**src/rtl/uart_rx.sv**
```systemverilog
`default_nettype none
// ============================================================================
// Module  : uart_rx
// Brief   : 8N1 UART receiver with 16x oversampling, holding register and
//           unload/empty handshake plus sticky frame-error and overrun flags.
// Rev     : 1.0 - initial release
// ============================================================================
module uart_rx #(
    parameter int CLK_FREQ = 100000000,
    parameter int BAUD     = 9600
) (
    input  logic       clk,
    input  logic       reset,
    input  logic       rx_in,
    input  logic       rx_enable,
    input  logic       uld_rx_data,
    output logic [7:0] rx_data,
    output logic       rx_empty,
    output logic       frame_err,
    output logic       overrun
);

    localparam int                  c_DIV      = CLK_FREQ / (BAUD * 16);
    localparam int                  c_CNT_W    = $clog2(c_DIV);
    localparam logic [c_CNT_W-1:0]  c_TICK_MAX = c_CNT_W'(c_DIV - 1);

    localparam logic [2:0] c_S_IDLE  = 3'd0;
    localparam logic [2:0] c_S_START = 3'd1;
    localparam logic [2:0] c_S_DATA  = 3'd2;
    localparam logic [2:0] c_S_STOP  = 3'd3;
    localparam logic [2:0] c_S_BREAK = 3'd4;

    logic               r_rx_meta;
    logic               r_rx_s;
    logic [c_CNT_W-1:0] r_tick_cnt;
    logic               w_tick;
    logic [2:0]         r_state;
    logic [2:0]         w_state_nxt;
    logic [3:0]         r_s;
    logic [3:0]         w_s_nxt;
    logic [2:0]         r_b;
    logic [2:0]         w_b_nxt;
    logic [7:0]         r_shift;
    logic [7:0]         w_shift_nxt;
    logic               w_commit;
    logic               w_ferr_set;
    logic               r_uld_d;
    logic               w_uld_rise;
    logic [7:0]         r_rx_data;
    logic               r_rx_empty;
    logic               r_frame_err;
    logic               r_overrun;

    // Synchroniser resets to the idle line level so release never looks like a start edge.
    always_ff @(posedge clk or negedge reset) begin
        if (!reset) begin
            r_rx_meta <= 1'b1;
            r_rx_s    <= 1'b1;
        end else begin
            r_rx_meta <= rx_in;
            r_rx_s    <= r_rx_meta;
        end
    end

    assign w_tick = (r_tick_cnt == c_TICK_MAX);

    always_ff @(posedge clk or negedge reset) begin
        if (!reset) begin
            r_tick_cnt <= '0;
        end else if (w_tick) begin
            r_tick_cnt <= '0;
        end else begin
            r_tick_cnt <= r_tick_cnt + 1'b1;
        end
    end

    always_ff @(posedge clk or negedge reset) begin
        if (!reset) begin
            r_state <= c_S_IDLE;
            r_s     <= 4'd0;
            r_b     <= 3'd0;
            r_shift <= 8'h00;
        end else begin
            r_state <= w_state_nxt;
            r_s     <= w_s_nxt;
            r_b     <= w_b_nxt;
            r_shift <= w_shift_nxt;
        end
    end

    always_comb begin
        w_state_nxt = r_state;
        w_s_nxt     = r_s;
        w_b_nxt     = r_b;
        w_shift_nxt = r_shift;
        w_commit    = 1'b0;
        w_ferr_set  = 1'b0;
        if (!rx_enable) begin
            w_state_nxt = c_S_IDLE;
            w_s_nxt     = 4'd0;
            w_b_nxt     = 3'd0;
        end else begin
            case (r_state)
                c_S_IDLE: begin
                    if (w_tick && !r_rx_s) begin
                        w_state_nxt = c_S_START;
                        w_s_nxt     = 4'd0;
                    end
                end
                c_S_START: begin
                    if (w_tick) begin
                        if (r_s == 4'd7) begin
                            w_s_nxt     = 4'd0;
                            w_b_nxt     = 3'd0;
                            w_state_nxt = r_rx_s ? c_S_IDLE : c_S_DATA;
                        end else begin
                            w_s_nxt = r_s + 4'd1;
                        end
                    end
                end
                c_S_DATA: begin
                    if (w_tick) begin
                        if (r_s == 4'd15) begin
                            w_shift_nxt = {r_rx_s, r_shift[7:1]};
                            w_s_nxt     = 4'd0;
                            if (r_b == 3'd7) begin
                                w_state_nxt = c_S_STOP;
                            end else begin
                                w_b_nxt = r_b + 3'd1;
                            end
                        end else begin
                            w_s_nxt = r_s + 4'd1;
                        end
                    end
                end
                c_S_STOP: begin
                    if (w_tick) begin
                        if (r_s == 4'd15) begin
                            w_s_nxt = 4'd0;
                            if (r_rx_s) begin
                                w_commit    = 1'b1;
                                w_state_nxt = c_S_IDLE;
                            end else begin
                                w_ferr_set  = 1'b1;
                                w_state_nxt = c_S_BREAK;
                            end
                        end else begin
                            w_s_nxt = r_s + 4'd1;
                        end
                    end
                end
                // A held-low line parks here until it returns high, at clk rate.
                c_S_BREAK: begin
                    if (r_rx_s) begin
                        w_state_nxt = c_S_IDLE;
                    end
                end
                default: begin
                    w_state_nxt = c_S_IDLE;
                end
            endcase
        end
    end

    assign w_uld_rise = uld_rx_data && !r_uld_d;

    // A commit coinciding with an unload edge wins, but still clears the sticky flags.
    always_ff @(posedge clk or negedge reset) begin
        if (!reset) begin
            r_uld_d     <= 1'b0;
            r_rx_data   <= 8'h00;
            r_rx_empty  <= 1'b1;
            r_frame_err <= 1'b0;
            r_overrun   <= 1'b0;
        end else begin
            r_uld_d <= uld_rx_data;
            if (w_commit) begin
                r_rx_data  <= r_shift;
                r_rx_empty <= 1'b0;
                r_overrun  <= w_uld_rise ? 1'b0 : (r_overrun | !r_rx_empty);
                if (w_uld_rise) begin
                    r_frame_err <= 1'b0;
                end
            end else if (w_uld_rise) begin
                r_rx_empty  <= 1'b1;
                r_frame_err <= 1'b0;
                r_overrun   <= 1'b0;
            end
            if (w_ferr_set) begin
                r_frame_err <= 1'b1;
            end
        end
    end

    assign rx_data   = r_rx_data;
    assign rx_empty  = r_rx_empty;
    assign frame_err = r_frame_err;
    assign overrun   = r_overrun;

endmodule
`default_nettype wire

```
**config.mk**
```make
export PLATFORM = sky130hd
export DESIGN_NAME = uart_rx
export DESIGN_NICKNAME = d
export VERILOG_FILES = /design/src/rtl/uart_rx.sv
export SDC_FILE = /design/constraint.sdc
export NUM_CORES = 1
export LEC_CHECK = 0
export BUFFER_PORTS_ARGS = -buffer_cell sky130_fd_sc_hd__buf_2
export CORE_ASPECT_RATIO = 0.6
export CORE_MARGIN = 2
export CORE_UTILIZATION = 30
export CTS_CLUSTER_DIAMETER = 100
export DETAILED_ROUTE_END_ITERATION = 6
export MAX_ROUTING_LAYER = met4
export PLACE_DENSITY = 0.46
export SETUP_SLACK_MARGIN = 0.2
export SYNTH_ARGS = -nofsm -noshare
export SYNTH_HDL_FRONTEND = slang
export SYNTH_SLANG_ARGS = --single-unit
```
**constraint.sdc**
```tcl
create_clock -name clk -period 2.8 [get_ports clk]
set_clock_uncertainty 0.2 [all_clocks]
set_input_delay 0.28 -clock clk [delete_from_list [all_inputs] [get_ports clk]]
set_output_delay 0.28 -clock clk [all_outputs]
set_load 0.01 [all_outputs]
```
==> results of run 1 <==
## per-stage QoR
| step | hold slack [ns] | cell area [um^2] |
|---|---|---|
| after floorplan | -0.2156 | 1916 |
| after global placement | 0.1491 | 2072 |
| after detailed placement | 0.1512 | 2072 |
| after CTS | 0.1628 | 2185 |
| after global routing | 0.1646 | 2185 |
| final | 0.1624 | 2185 |
## kinds of logic after synthesis
| group | count (synthesis) |
|---|---|
| flops | 42 |
| simple gates | 55 |
| fa+ha+maj | 5 |
| xor+xnor | 8 |
| mux | 19 |
| buf+inv | 10 |
| compound gates | 27 |
## final timing paths
kind / start / cells after the start / slack, ns / end
max: r_tick_cnt[0] / 7 / 0.40 / r_b[0]
min: r_rx_meta / 0 / 0.16 / r_rx_s
max in group asynchronous: reset / 2 / 1.37 / rx_data[2]
min reg2reg: r_rx_meta / 0 / 0.16 / r_rx_s
max reg2reg: r_tick_cnt[0] / 7 / 0.40 / r_b[0]
min in group asynchronous: reset / 2 / 0.47 / r_tick_cnt[2]
## where the power goes
group | switching, mW | internal (mW) | total (mW)
Combinational | 0.0199 | 0.00910 | 0.0290
Sequential | 0.00149 | 0.609 | 0.611
Clock | 0.198 | 0.173 | 0.371
Total | 0.219 | 0.791 | 1.01
## layer usage
| layer | GRT usage, % | vias to the layer above | part of all wire, % |
|---|---|---|---|
| met3 | 3.251 | 2 | 4.3 |
| met2 | 15.59 | 27 | 42 |
| li1 | - | 622 | - |
| met1 | 16.84 | 621 | 53 |
| met5 | - | - | 0 |
| met4 | 4.545 | 0 | 0.95 |
## final cells by class
class                      instances  area [um^2]
tap                               84        105.1
multi-input combinational        114        814.5
clock inverter                     2        10.01
inverter                           6        22.52
sequential                        42         1055
clock buffer                       6        72.57
timing repair buffer              18        105.1
fill                             611         3954
## registers in the layout, indices dropped and copies added (netlist names)
signal      count
r_rx_s          1
rx_data         8
r_rx_meta       1
r_b             3
r_tick_cnt     10
overrun         1
r_uld_d         1
r_state         3
r_shift         8
frame_err       1
r_s             4
rx_empty        1
## worst max-delay path: cells and delay by family (launching register included)
family / cells / cell delay, ns
muxes: 1 / 0.25
DFF: 1 / 0.42
buffers and inverters: 1 / 0.07
adders and majority gates: 1 / 0.13
and+or+nand+nor: 4 / 1.28
## cells in the final DEF, fill, tap and decap left out, types with 3 or more instances in the layout
| cell | netlist | routed |
|---|---|---|
| ha_1 | 5 | 5 |
| dfrtp_1 | 39 | 39 |
| nor2_1 | 16 | 16 |
| buf_2 | 1 | 15 |
| dlygate4sd3_1 | 0 | 3 |
| xnor2_1 | 6 | 6 |
| mux2_2 | 18 | 18 |
| nand2_1 | 14 | 14 |
| inv_1 | 6 | 6 |
| nand3_1 | 4 | 4 |
| and3_1 | 6 | 6 |
| clkbuf_8 | 0 | 5 |
| dfstp_2 | 3 | 3 |
| a21oi_1 | 6 | 6 |
| o21ai_0 | 9 | 9 |
## what timing repair did
action,4_1_cts,5_1_grt
setup buffers,0,0
hold endpoints to repair,42,0
hold buffers,3,0
==> results.json, run 1 <==
{
  "core_um2": 6138,
  "leakage_nw": 1.100,
  "crit_type": "flop to flop",
  "powerDensity_nw_per_um2": 462.6,
  "endpoint_kind": "flop",
  "layout.nets": 197,
  "overflow": 0,
  "io_pins": 16,
  "grt_max_degree": 43,
  "slew_violations": 0,
  "cts_tree": "built",
  "wirelength_mm": 3.572,
  "crit_slowest_cell": "nor4_1",
  "num_vias": 1272,
  "place.gp.congestion": 0.8120,
  "synth.top_cell.area_share_pct": 50.95,
  "synth_fa_ha_area_share_pct": 3.266,
  "finalSetupViolCount": 0,
  "start_util_pct": 31.21,
  "vias_per_cell": 4.676,
  "syn_area_um2": 1916,
  "slowest_delay_ns": 0.48,
  "yosysMostFrequentCell": "dfrtp_1",
  "cts.repair.resized": 0,
  "die_w_um": 107.2,
  "synth_xor_area_share_pct": 3.658,
  "drive_gt1_share_pct": 25.00,
  "ys.flop_type": "dfrtp_1",
  "synth_seq_cells": 42,
  "htreeDepth": 2,
  "netlist_instances": 166,
  "synth_compound_area_share_pct": 9.863,
  "dpl.cell_count": 261,
  "max-vdd-ir-drop_v": 0.0001739,
  "power_mw": 1.011,
  "synth_enable_flop_cells": 0,
  "io_buffers": 15,
  "synth_top_family_by_area": "simple AND/OR/NAND/NOR gates",
  "required_ns": 2.83,
  "die_area_um2": 7061,
  "stdcell_count": 272,
  "grt_pass1_vias": 1235,
  "fmax_mhz": 416.4,
  "cts_buffers": 5,
  "period_share_pct": 85.77,
  "tightest_slew_ns": 0.9096,
  "ant_nets": 0,
  "hold_class": "flop to flop",
  "synth_warnings": 0,
  "syn_to_final_growth_pct": 14.04,
  "path_clk_slew_ns": 0.08,
  "worstPathCellList": "inv_1 -> ha_1 -> and4b_1 -> and3_1 -> nand2_1 -> nor4_1 -> mux2_2",
  "die_y_um": 65.90,
  "setup_slack_ns": 0.3986,
  "drc_errors": 0,
  "synthArstFlopShare_pct": 100.0,
  "firstDrtPassIters": 4,
  "setup-tns-final_ns": 0,
  "finish.utilization_pct": 35.59,
  "hold_viol_final": 0,
  "wl_per_cell_um": 13.13,
  "synthTopCellsByArea": "dfrtp_1 (51%), mux2_2 (11%), dfstp_2 (4.1%)",
  "grt_pass1_wl_mm": 6.120,
  "syn_nets": 176,
  "diodes": 0,
  "synth.distinct_cells": 39,
  "synthTopCellsByCount": "dfrtp_1 (39), mux2_2 (18), nor2_1 (16)",
  "pre_cts_slack_ns": 0.4287,
  "rsz0062_at_grt": "false",
  "cts_sinks": 42,
  "cts-root-buf": "clkbuf_8",
  "yosysSeqAreaShare_pct": 55.06,
  "start_kind": "flop",
  "muxShareOfSynthArea_pct": 11.10,
  "rows": 22,
  "crit_fanout": 10,
  "drt_iter0_drc": 66,
  "outcome": "finished, final reports clean",
  "maxCapViolCount": 0,
  "grt.total_usage_pct": 11.76,
  "yosysTopAreaCell": "dfrtp_1",
  "relSlewSlack_pct": 39.36,
  "period_needed_ns": 2.401,
  "synth_area_per_cell_um2": 11.54,
  "crit_arrival_ns": 2.43,
  "antenna_found_initial": 0,
  "clock_latency_ns": 0.28,
  "dp_hpwl_mm": 2.580,
  "clockBufferDepth": 2,
  "synthSimpleGateAreaFrac_pct": 14.63
}
Power figures use the tool's default switching activity.
==> run 2: changes to the inputs <==
--- a/config.mk
+++ b/config.mk
@@ -5,7 +5,9 @@
 export SDC_FILE = /design/constraint.sdc
 export NUM_CORES = 1
 export LEC_CHECK = 0
+export ABC_AREA = 1
 export BUFFER_PORTS_ARGS = -buffer_cell sky130_fd_sc_hd__buf_2
+export CAP_MARGIN = 30
 export CORE_ASPECT_RATIO = 0.6
 export CORE_MARGIN = 2
 export CORE_UTILIZATION = 30
==> run 2 against run 1 <==
Effect of this change:
- global-route usage is 1.7 points higher
- sequential cell count stayed put
- first-iteration DRC count is 42% higher
- critical endpoint is now rx_data[4]
- largest power group unchanged
==> results.json, run 2 <==
{
  "cts_sinks": 42,
  "max-vdd-ir-drop_v": 0.0001928,
  "whs_path_depth": 0,
  "r2r_start": "r_state[1]",
  "synthTopCellsByArea": "dfrtp_1 (45%), nand2_1 (11%), inv_1 (7.1%)",
  "start_util_pct": 31.65,
  "yosysMostFrequentCell": "nand2_1",
  "netlist_instances": 268,
  "crit_fanout": 18,
  "finish.utilization_pct": 36.93,
  "die_area_um2": 7911,
  "fmax_mhz": 477.9,
  "tightest_slew_ns": 0.6129,
  "whs_endpoint": "r_rx_s",
  "hold_viol_final": 0,
  "outcome": "finished, final reports clean",
  "worstPathCellList": "nand2_2 -> nor2_2 -> nand4_1 -> nor3_4 -> o21ai_0",
  "pwr-share-seq_pct": 41.4,
  "cts.repair.resized": 0,
  "worstReg2RegEnd": "rx_data[4]",
  "finalSetupViolCount": 0,
  "grt_max_degree": 34,
  "overflow": 0,
  "num_vias": 1661,
  "synth.top_cell.area_share_pct": 45.22,
  "reg2reg_depth": 5,
  "io_pins": 16,
  "setup_slack_ns": 0.7076,
  "cts-root-buf": "clkbuf_16",
  "highest_layer": "met4",
  "wl_met3_um": 197,
  "setup-tns-final_ns": 0,
  "layout.nets": 299,
  "period_needed_ns": 2.092,
  "rows": 23,
  "pre_cts_slack_ns": 0.6416,
  "die_y_um": 69.70,
  "ys.flop_type": "dfrtp_1",
  "wirelength_mm": 4.390,
  "muxShareOfSynthArea_pct": 0,
  "firstDrtPassIters": 4,
  "synthSimpleGateAreaFrac_pct": 28.52,
  "core_um2": 6820,
  "synth_compound_area_share_pct": 8.580,
  "dp_hpwl_mm": 3.205,
  "htreeDepth": 2,
  "slew_violations": 0,
  "yosysSeqAreaShare_pct": 48.87,
  "stdcell_area_um2": 2519,
  "synthArstFlopShare_pct": 100.0,
  "synth_warnings": 0,
  "synth_xor_area_share_pct": 1.623,
  "relSlewSlack_pct": 59.01,
  "netSwitchingFraction_pct": 30.75,
  "diodes": 0,
  "clockBufferDepth": 2,
  "maxCapViolCount": 0,
  "antenna_found_initial": 0,
  "io_buffers": 15,
  "internal-power_mw": 1.159,
  "hold_class": "flop to flop",
  "rrSetupSlack_ns": 0.71,
  "post-cts-setup-buffers": 0,
  "yosysTopAreaCell": "dfrtp_1",
  "required_ns": 2.74,
  "vias_per_cell": 4.406,
  "final_cell_mix": "nand2_1 (65), inv_1 (41), dfrtp_1 (39)",
  "grt.total_usage_pct": 13.46,
  "synth_area_per_cell_um2": 8.053,
  "syn_to_final_growth_pct": 16.70,
  "met2_length_mm": 1.581,
  "synth_seq_cells": 42,
  "largest_reg_flops": 10,
  "place.gp.congestion": 0.7943,
  "met1Wirelength_mm": 2.543,
  "syn_nets": 278,
  "synth_fa_ha_area_share_pct": 2.899,
  "synth_enable_flop_cells": 0,
  "hp-start": "r_rx_meta",
  "endpoint_kind": "flop",
  "final_common_cell": "nand2_1",
  "p_switching_mw": 0.5146,
  "syn_area_um2": 2158,
  "p_comb_share_pct": 19.2,
  "period_share_pct": 74.73,
  "drive_gt1_share_pct": 14.48,
  "clock_latency_ns": 0.29,
  "crit_slowest_cell": "dfrtp_1",
  "synthTopCellsByCount": "nand2_1 (65), inv_1 (41), dfrtp_1 (39)",
  "slowest_delay_ns": 0.60,
  "leakage_nw": 1.280,
  "powerDensity_nw_per_um2": 664.3,
  "crit_type": "flop to flop",
  "power_mw": 1.673,
  "die_w_um": 113.5,
  "placed_area_um2": 2322,
  "cts_tree": "built",
  "top_register": "r_tick_cnt",
  "drc_errors": 0,
  "grt_pass1_vias": 1672,
  "wl_per_cell_um": 11.64,
  "ant_nets": 0,
  "clkPwrFrac_pct": 39.4,
  "synth.distinct_cells": 27,
  "grt_pass1_wl_mm": 8.073,
  "cts_hold_repair.buffers": 3,
  "drt_iter0_drc": 94,
  "synth_top_family_by_area": "simple AND/OR/NAND/NOR gates",
  "crit_arrival_ns": 2.04,
  "start_kind": "flop",
  "rsz0062_at_grt": "false",
  "cts_buffers": 5,
  "path_clk_slew_ns": 0.06
}
==> run 2: cell types whose count changed after synthesis, moves of 5 or more <==
cell     before  now
xnor2_1       6    1
nand3_1       4   20
and3_1        6    0
nand4_1       1    6
inv_1         6   41
nand2_2       0    5
mux2_2       18    0
nand2_1      14   65
nor2_1       16   25
o21ai_0       9   24
==> run 2: area by class of cell <==
cell class | instances | area [um^2]
fillers | 717 | 4302
flip-flops and latches | 42 | 1055
multi-input cells | 177 | 898.4
inverters | 44 | 165.2
clock buffers | 6 | 128.9
repair buffers | 19 | 125.1
well taps | 87 | 108.9
clock inverters | 2 | 37.54
==> run 2: worst max path at each step <==
stage,from,endpoint,slack [ns],cells past startpoint
after floorplan,r_tick_cnt[0],rx_data[0],1.06,8
after global placement,r_state[1],rx_data[6],0.58,5
final,r_state[1],rx_data[4],0.71,5
after detailed placement,r_state[1],rx_data[5],0.64,5
after CTS,r_state[1],rx_data[4],0.62,5
after global routing,r_state[1],rx_data[0],0.39,5
==> run 2: through the flow <==
stage                     instances  hold WS (ns)
after floorplan                 268       -0.2156
after global placement          365        0.1462
after detailed placement        366      -0.01855
after CTS                       377        0.1593
after global routing            377        0.1600
final                           377        0.1575
==> run 2: worst max-delay path: cells and delay by family, from the launching register on <==
kind	cells	cell delay, ns
AND/OR/NAND/NOR	4	0.99
flip-flops	1	0.60
AO/OA/AOI/OAI	1	0.16
==> run 2: cells by family (layout without fill, tap and decap cells) <==
family / count (synthesis) / in the layout
fa+ha+maj: 5 / 5
xor+xnor: 4 / 4
flops: 42 / 42
compound gates: 36 / 36
simple gates: 132 / 132
buf+inv: 49 / 71
==> run 2: power groups by stage <==
stage | combinational, mW | clock, mW | sequential (mW)
2_1_floorplan | 0.253 | 0 | 0.677
3_3_place_gp | 0.318 | 0 | 0.703
3_5_place_dp | 0.314 | 0 | 0.704
4_1_cts | 0.319 | 0.683 | 0.692
5_1_grt | 0.372 | 0.710 | 0.700
6_report | 0.321 | 0.660 | 0.693
==> run 2: per-layer routing <==
| metal | GRT usage (%) | vias up |
|---|---|---|
| li1 | - | 887 |
| met1 | 19.61 | 737 |
| met2 | 17.10 | 29 |
| met3 | 4.545 | 8 |
| met4 | 4.472 | 0 |
| met5 | - | - |
